==> config.mk <==
export PLATFORM = sky130hd
export DESIGN_NAME = packet_route_port
export DESIGN_NICKNAME = d
export VERILOG_FILES = /design/src/rtl/packet_route_port.sv
export SDC_FILE = /design/constraint.sdc
export NUM_CORES = 1
export LEC_CHECK = 0
export ABC_AREA = 1
export BUFFER_PORTS_ARGS = -buffer_cell sky130_fd_sc_hd__buf_2
export CORE_MARGIN = 2
export CORE_UTILIZATION = 44
export DETAILED_ROUTE_END_ITERATION = 8
export HOLD_SLACK_MARGIN = 0.1
export PLACE_DENSITY_LB_ADDON = 0.05
export SLEW_MARGIN = 20
export SYNTH_ARGS = -nofsm -noshare
export SYNTH_HDL_FRONTEND = slang
export SYNTH_SLANG_ARGS = --single-unit
==> constraint.sdc <==
create_clock -name clk -period 2.57 [get_ports clk]
set_input_delay 0.514 -clock clk [delete_from_list [all_inputs] [get_ports clk]]
set_output_delay 0.514 -clock clk [all_outputs]
set_load 0.01 [all_outputs]
==> src/rtl/packet_route_port.sv <==
// packet_route_port: input FIFO feeding a registered XY-route output stage for one mesh port.
// Build option `SELF_DROP_EN discards packets addressed to this node and counts them in drop_cnt.
module packet_route_port #(
   parameter int WIDTH  = 9,
   parameter int DEPTH  = 4,
   parameter int X_ADDR = 0,
   parameter int Y_ADDR = 0
) (
   input  logic                   clk,
   input  logic                   rst_n,
   input  logic                   in_valid,
   output logic                   in_ready,
   input  logic [WIDTH-1:0]       in_data,
   output logic                   out_valid,
   input  logic                   out_ready,
   output logic [WIDTH-1:0]       out_data,
   output logic [4:0]             out_dir,
   output logic [$clog2(DEPTH):0] fifo_count,
   output logic [7:0]             drop_cnt
);

   localparam int          AW       = $clog2(DEPTH);
   localparam logic [AW:0] FULL_CNT = (AW+1)'(DEPTH);
   localparam logic [1:0]  X_LOC    = 2'(X_ADDR);
   localparam logic [1:0]  Y_LOC    = 2'(Y_ADDR);

   localparam logic [0:0] ST_EMPTY = 1'b0;
   localparam logic [0:0] ST_HOLD  = 1'b1;

   localparam logic [4:0] DIR_LOCAL = 5'b00001;
   localparam logic [4:0] DIR_EAST  = 5'b00010;
   localparam logic [4:0] DIR_WEST  = 5'b00100;
   localparam logic [4:0] DIR_NORTH = 5'b01000;
   localparam logic [4:0] DIR_SOUTH = 5'b10000;

   // Both sides use valid/ready: a beat transfers on a rising edge where valid and
   // ready are both 1; valid never waits on ready, and a held beat stays stable until taken.

   logic [WIDTH-1:0] mem_q [DEPTH];
   logic [WIDTH-1:0] mem_d [DEPTH];
   logic [AW-1:0]    wr_ptr_q, wr_ptr_d;
   logic [AW-1:0]    rd_ptr_q, rd_ptr_d;
   logic [AW:0]      count_q, count_d;
   logic [0:0]       state_q, state_d;
   logic [WIDTH-1:0] data_q, data_d;
   logic [4:0]       dir_q, dir_d;
   logic [7:0]       drop_cnt_q, drop_cnt_d;

   logic [WIDTH-1:0] head;
   logic [1:0]       head_x, head_y;
   logic [4:0]       head_dir;
   logic             push, can_load, load, drop, self_hit;

   assign head   = mem_q[rd_ptr_q];
   assign head_x = head[WIDTH-2:WIDTH-3];
   assign head_y = head[WIDTH-4:WIDTH-5];

`ifdef SELF_DROP_EN
   assign self_hit = (head_x == X_LOC) && (head_y == Y_LOC);
`else
   assign self_hit = 1'b0;
`endif

   // Full is judged on the registered count only, so a pop cannot open in_ready in the same cycle.
   assign in_ready = (count_q < FULL_CNT);
   assign push     = in_valid && in_ready;
   assign can_load = (count_q != '0) && ((state_q == ST_EMPTY) || out_ready);
   assign load     = can_load && !self_hit;
   assign drop     = can_load && self_hit;

   always_comb begin
      head_dir = DIR_LOCAL;
      if (head_x > X_LOC)      head_dir = DIR_EAST;
      else if (head_x < X_LOC) head_dir = DIR_WEST;
      else if (head_y > Y_LOC) head_dir = DIR_NORTH;
      else if (head_y < Y_LOC) head_dir = DIR_SOUTH;
   end

   always_comb begin
      mem_d    = mem_q;
      wr_ptr_d = wr_ptr_q;
      rd_ptr_d = rd_ptr_q;
      count_d  = count_q;
      if (push) begin
         mem_d[wr_ptr_q] = in_data;
         wr_ptr_d        = wr_ptr_q + AW'(1);
      end
      if (can_load) rd_ptr_d = rd_ptr_q + AW'(1);
      case ({push, can_load})
         2'b10:   count_d = count_q + (AW+1)'(1);
         2'b01:   count_d = count_q - (AW+1)'(1);
         default: count_d = count_q;
      endcase
   end

   // A dropped head still consumes the pop slot, so a held beat that was taken leaves EMPTY.
   always_comb begin
      state_d    = state_q;
      data_d     = data_q;
      dir_d      = dir_q;
      drop_cnt_d = drop_cnt_q;
      if (load) begin
         state_d = ST_HOLD;
         data_d  = head;
         dir_d   = head_dir;
      end else if ((state_q == ST_HOLD) && out_ready) begin
         state_d = ST_EMPTY;
      end
      if (drop && (drop_cnt_q != 8'hFF)) drop_cnt_d = drop_cnt_q + 8'd1;
   end

   always_ff @(posedge clk or negedge rst_n) begin
      if (!rst_n) begin
         mem_q      <= '{default: '0};
         wr_ptr_q   <= '0;
         rd_ptr_q   <= '0;
         count_q    <= '0;
         state_q    <= ST_EMPTY;
         data_q     <= '0;
         dir_q      <= '0;
         drop_cnt_q <= '0;
      end else begin
         mem_q      <= mem_d;
         wr_ptr_q   <= wr_ptr_d;
         rd_ptr_q   <= rd_ptr_d;
         count_q    <= count_d;
         state_q    <= state_d;
         data_q     <= data_d;
         dir_q      <= dir_d;
         drop_cnt_q <= drop_cnt_d;
      end
   end

   assign out_valid  = (state_q == ST_HOLD);
   assign out_data   = data_q;
   assign out_dir    = dir_q;
   assign fifo_count = count_q;
   assign drop_cnt   = drop_cnt_q;

endmodule

* After elaboration in Yosys (flattened, before gate mapping) *
Index checks and enable logic that the tools add are counted.
Widths: inputs -> output; s select.

cells by class
  bitwise logic cells = 3
  shift operators = 0
  div/mod/pow operators = 0
  reductions and logical operators = 8
  multiplexer cells = 13
  eq/ne operators = 2
  magnitude comparators = 8
  multiply operators = 0
  $add $sub $neg = 4

operator list
  kind                 count
  $bwmux 36            1
  $mux 9               3
  $mux 5               4
  $bmux 9 s2           1
  $demux 9 s2          1
  $ge 3x3->1 const B   2
  $not 2->3            2
  $pmux 3 s2           1
  $add 2x1->2 const B  2
  $gt 2x1->1 const B   2
  $logic_and 1x1->1    4
  $lt 2x1->1 const B   2
  $reduce_bool 2->1    2
  $add 3x1->3 const B  1
  $lt 3x1->1 const B   1
  $lt 3x3->1 const B   1
  $reduce_bool 3->1    1
  $sub 3x1->3 const B  1
  $eq 2x1->1 const B   1
  $eq 2x2->1 const B   1
  $mux 1               2
  $logic_or 1x1->1     1
  $not 1->1            1

storage, ports and cells
  bits in registers = 58
  memory bits (writable) = 0
  latch bits = 0
  memories = 0
  bits of input ports = 13
  logic and storage cells = 48
  memory bits (read-only) = 0

* Longest topological paths before layout *
Gate-level depths: netlist (run 1).

  depth after elaboration = 9
  mapped depth = 12
  gate-level depth less buffers = 11

* Worst setup path after synthesis (run 1) *
No wires, ideal clock.

  kind = input to register
  from = input port out_ready
  to = register count_q[2] (netlist: fifo_count[2])
  arrival time = 1.774 ns
  setup slack = 0.666 ns
  data required time = 2.439 ns
  cell stages on the path = 11
  buffers on the path = 1
  cell sequence = nor2_1 > inv_1 > nand2_2 > inv_2 > buf_6 > ha_1 > inv_1 > fa_1 > a21oi_1 > o21ai_0 > xor2_1

between the ends
  word-level cells in the longest chain between the ends = 4
  elaborated cells on any way between the ends = 6
  those cells by class = eq/ne (2); mux (1); reduce/logical (3)

ends and longest elaborated chain
  item                                                    line  RTL
  start, declared                                         15    input logic out_ready,
  $logic_or 1x1->1 *                                      67    assign can_load = (count_q != '0) && ((state_q == ST_EMPTY) || out_ready);
  $logic_and 1x1->1 *                                     67
  net can_load                                            52    logic push, can_load, load, drop, self_hit;
  $eq 2x1->1 / $eq 2x2->1 (equally long branches)         89    case ({push, can_load})
  $pmux 3 s2 / $reduce_bool 2->1 (equally long branches)  --
  end signal, assigned                                    126   count_q <= count_d;
  end, declared                                           43    logic [AW:0] count_q, count_d;

The timed path passes the listed nets; every way through them passes the cells marked *.
A chain may end at the register's enable or synchronous reset.

* Final worst setup path (run 1) *
  from = register count_q[0] (netlist: fifo_count[0])
  to = register count_q[2] (netlist: fifo_count[2])

between the ends
  word-level cells in the longest chain between the ends = 4
  elaborated cells on any way between the ends = 10
  those cells by class = add/sub (2); order compare (1); eq/ne (2); mux (1); reduce/logical (4)

ends and longest elaborated chain
  item                                                    line
  $lt 3x3->1 / $reduce_bool 3->1 (equally long branches)  65, 67
  $logic_and 1x1->1 (on tied branches)                    66, 67
  $eq 2x1->1 / $eq 2x2->1 (equally long branches)         89
  $pmux 3 s2 / $reduce_bool 2->1 (equally long branches)  --

Several ways; a longest one is shown, not always the timed one.

==> flow_summary.ini, run 1 <==
[run_status]
status = complete, no violations

[clock_tree]
clk_pin_slew_ns = 0.10
cts_max_level = 2
holdBufCountCts = 0
cts_buffer_depth = 2
post_cts_buffers = 0
clock_latency_ns = 0.30
cts_buffers = 5
clock-sinks = 56
clockRootBuffer = clkbuf_8
cts_tree = built
cts_resized = 0

[global_route]
grt_pass1_wl_mm = 8.85
gr-total-overflow = 0
grt_pass1_vias = 1759
grt_antenna_before_repair = 0
grt_use_total_pct = 17.6
grt_max_degree = 21

[setup_path]
rr_endpoint = fifo_count[2]
crit_path_max_incr_delay_ns = 0.38
path_max_fanout = 12
cp_slowest_cell = dfrtp_1
required_ns = 2.76
rrSetupSlack_ns = 0.68
startpoint_type = register
arrival_ns = 2.08
cp_cell_sequence = inv_1 > nand2_1 > nand2_2 > inv_2 > ha_1 > inv_1 > fa_1 > a21oi_1 > o21ai_0 > xor2_1
reg2reg_from = fifo_count[0]
crit_type = reg2reg
r2r_cells = 10
end_kind = register
cpMostUsedCell = inv_1

[synthesis]
syn_inst = 288
ys_ff_latch = 56
yosysWarnings = 0
netlist-cell-type-count = 27
synth.cell_area_um2 = 2680
syn_avg_cell_area_um2 = 9.32
yosysSeqAreaShare_pct = 52.2

[timing]
fin_skew_ns = 0.00776
hold_violations = 0
clock.fmax_mhz = 529
tns_ns = 0
drv_slew = 0
whs_ns = 0.138
rsz0062_at_grt = false
finalCritPeriodShare_pct = 73.6
min_period_ns = 1.89
setup_viol = 0

[place]
placed_area_um2 = 2810
hpwl_mm = 3.49
port_buffers = 29
gp_congestion = 0.731

[final_layout]
final_core_util_pct = 48.9
nets = 336
antennaDiodeCount = 0
final_cell_area_um2 = 2900
multi_input_area_um2 = 1050
drive_gt1_share_pct = 23.6
seqCellArea_um2 = 1400
final_common_cell = nand2_1
fill_cells = 597
final_cell_mix = nand2_1, dfrtp_1, buf_2
syn2layout_area_growth_pct = 7.97

[floorplan]
io_pins = 40
die-area_um2 = 6740
die_y_um = 82.1
std_cell_rows = 28
die_w_um = 82.1
start_util_pct = 45.3
core_area_um2 = 5920

[power_and_ir_drop]
p_total_mw = 3.63
cellPowerDensity_nw_per_um2 = 1250
leakagePower_nw = 1.53
ir_worst_vdd_mv = 0.480

[detailed_routing]
vias = 1865
totalWireLength_mm = 5.15
ant_nets = 0
wl_per_cell_um = 13.1
first_pass_iters = 4
drt_iter0_drc = 110
drc = 0
routed_via_density = 4.75

[min_path]
min_path_type = in2async

[run]
maxCapViolations = 0
[where the power goes]
part / switching [mW] / internal, mW
sequential: 0.244 / 1.29
combinational: 0.990 / 0.613
clock: 0.270 / 0.216
total: 1.50 / 2.12
[synth_stat cells, drive strengths merged]
cell type	n	area [µm²]
dfrtp	56	1400
buf	19	174
conb	1	3.75
nor2	19	73.8
o22ai	5	31.3
nand3	6	30.0
clkbuf	1	7.51
o21ai	51	342
xnor2	1	8.76
a21oi	1	5.00
ha	5	62.6
xor2	3	26.3
a31oi	1	6.26
o21a	1	7.51
fa	1	20.0
inv	22	87.6
nand2	95	397
[worst max-delay path, delay by kind of cell, from the launching register on]
family                     cells  cell delay [ns]
adders and majority gates      2             0.55
DFF                            1             0.38
buffers and inverters          3             0.31
AOI/OAI and AO/OA              2             0.25
xor gates and xnor gates       1             0.15
and+or+nand+nor                2             0.14
[final cells by class]
type                       instances  area share (%)
sequential                        56            48.4
clock inverter                     2           0.345
timing repair buffer              33            6.04
multi-input combinational        199            36.1
tap                               75            3.24
clock buffer                       6            2.85
inverter                          22            3.02
[worst max-delay path by stage]
stage,startpoint,end,slack (ns),depth (start not counted)
2_1_floorplan,out_ready,fifo_count[2],0.67,11
3_3_place_gp,out_ready,fifo_count[2],0.53,11
3_5_place_dp,out_ready,fifo_count[2],0.51,11
4_1_cts,fifo_count[0],fifo_count[2],0.66,10
5_1_grt,out_valid,fifo_count[2],0.44,11
6_report,fifo_count[0],fifo_count[2],0.68,10
[cell families after synthesis]
kind of cell / share of synthesized area, %
adder cells (fa/ha/maj): 3.08
AO/OA/AOI/OAI: 14.6
XOR/XNOR: 1.31
buffers and inverters: 10.0
flip-flops: 52.2
other: 0.140
AND/OR/NAND/NOR: 18.6
[per-stage QoR]
stage	cells	setup slack, ns
after CTS	393	0.660
after floorplan	297	0.666
after global routing	393	0.441
final	393	0.678
after detailed placement	385	0.509
after global placement	385	0.526
[layer usage]
layer | share of wire [%] | global-route usage [%] | routed length (µm) | up-vias
li1 | - | - | - | 953
met1 | 50 | 24.5 | 2580 | 872
met2 | 46 | 28.7 | 2350 | 36
met3 | 3.5 | 3.70 | 179 | 4
met4 | 0.70 | 3.50 | 36 | 0
met5 | 0 | 0 | 0 | -
[sequential cells by signal, indices dropped and copies added, names as in the netlist]
| name | count |
|---|---|
| fifo_count | 3 |
| rd_ptr_q | 2 |
| wr_ptr_q | 2 |
| out_valid | 1 |
| out_data | 9 |
| mem_q | 36 |
| out_dir | 3 |
Note: power is estimated with default switching activity, not from simulation.
==> run 2, diff against run 1 <==
Clock period 2.57 ns to 1.7 ns, I/O delays scaled along.
==> flow_summary.ini, run 2 (synthesized netlist as in run 1, its figures left out) <==
[power_and_ir_drop]
leakagePower_nw = 1.55
ir_worst_vdd_mv = 0.723
cellPowerDensity_nw_per_um2 = 1920

[min_path]
holdPathEnd = mem_q[23]
hp-start = in_data[5]
hold_path_depth = 3
min_path_type = in2reg

[place]
port_buffers = 29
place_inst = 387
hpwl_mm = 3.39
gp_congestion = 0.705

[run_status]
status = complete, no violations

[timing]
min_period_ns = 1.63
clock.fmax_mhz = 615
fin_skew_ns = 0.00538
rsz0062_at_grt = true
whs_ns = 0.339
tns_ns = 0
finalCritPeriodShare_pct = 95.7
setup_viol = 0
drv_slew = 0
hold_violations = 0

[final_layout]
nets = 340
final_common_cell = nand2_1
largest-register = mem_q
fill_cells = 596
final_cell_mix = nand2_1, dfrtp_1, buf_2
antennaDiodeCount = 0
syn2layout_area_growth_pct = 10.9
largest_register_ffs = 36
stdcell_count = 397
drive_gt1_share_pct = 25.5

[detailed_routing]
drt_iter0_drc = 116
totalWireLength_mm = 5.11
wl_per_cell_um = 12.9
ant_nets = 0
first_pass_iters = 4
routed_via_density = 4.72
drc = 0
vias = 1874

[setup_path]
arrival_ns = 1.83
startpoint_type = register
end_kind = register
crit_type = reg2reg
required_ns = 1.90
cp_slowest_cell = dfrtp_1
r2r_cells = 11
cp_cell_sequence = inv_1 > nor2_1 > inv_1 > nand2_2 > inv_2 > ha_4 > inv_2 > fa_2 > a21oi_2 > o21ai_1 > xor2_1
rrSetupSlack_ns = 0.07
path_max_fanout = 3
rr_endpoint = fifo_count[2]
reg2reg_from = out_valid
crit_path_max_incr_delay_ns = 0.38

[floorplan]
die-area_um2 = 6740
die_w_um = 82.1
core_area_um2 = 5920
io_pins = 40
std_cell_rows = 28
start_util_pct = 45.3
die_y_um = 82.1

[clock_tree]
clockRootBuffer = clkbuf_8
cts_buffers = 5
cts_max_level = 2
cts_tree = built
clock_latency_ns = 0.31
cts_buffer_depth = 2
clock-sinks = 56
clk_pin_slew_ns = 0.10

[global_route]
grt_use_total_pct = 17.0
grt_antenna_before_repair = 0
grt_pass1_vias = 1703
gr-total-overflow = 0
grt_pass1_wl_mm = 8.59
grt_max_degree = 41

[run]
maxCapViolations = 0
## run 2: routing by layer
layer / routed length [µm] / vias to the layer above / track usage [%] / part of all wire (%)
li1: - / 957 / - / -
met1: 2530 / 865 / 24.2 / 50
met2: 2230 / 45 / 25.9 / 44
met3: 290 / 7 / 4.02 / 5.7
met4: 63 / 0 / 5.00 / 1.2
met5: 0 / - / 0 / 0
## run 2: worst max-delay path by stage
stage                     cells after the start  slack [ns]             to      start
after global placement                       11        0.06  fifo_count[2]  out_ready
final                                        11        0.07  fifo_count[2]  out_valid
after CTS                                    11        0.05  fifo_count[2]  out_valid
after detailed placement                     11        0.05  fifo_count[2]  out_ready
after global routing                         11       -0.03  fifo_count[2]  out_valid
after floorplan                              12       -0.06  fifo_count[2]  out_valid
## run 2: report_power, final
group          switching, mW  internal [mW]
Sequential             0.308           1.95
Clock                  0.423          0.438
Combinational           1.57           1.03
Total                   2.30           3.42
## run 2: per-stage QoR
stage               power, mW  worst slack (ns)  utilization [%]  area [µm²]
floorplan                4.30           -0.0633                -        2730
global placement         4.86            0.0611             48.1        2850
detailed placement       4.89            0.0457             48.1        2850
CTS                      5.77            0.0512             50.1        2970
global route             6.30           -0.0256             50.3        2980
finish                   5.72            0.0728             50.3        2980
## run 2: area by class of cell
class,count,area (µm²),share of cell area (%)
multi-input cells,199,1070,35.8
repair buffers,37,220,7.40
well taps,75,93.8,3.15
clock inverters,2,35.0,1.18
inverters,22,87.6,2.94
clock buffers,6,72.6,2.44
flip-flops and latches,56,1400,47.1
## run 2: repair_timing
| action | 4_1_cts | 5_1_grt |
|---|---|---|
| setup buffers | 0 | 1 |
| resized for setup | 0 | 1 |
| hold buffers | 1 | 0 |
| setup endpoints to repair | 0 | 1 |
| endpoints found under the hold margin | 16 | 0 |
## run 2: critical path: cells and delay by family, from the launching register on
family	cells	cell delay [ns]
AOI/OAI and AO/OA	2	0.19
xor gates and xnor gates	1	0.14
adders and majority gates	2	0.46
buffers and inverters	4	0.23
DFF	1	0.38
and+or+nand+nor	2	0.09
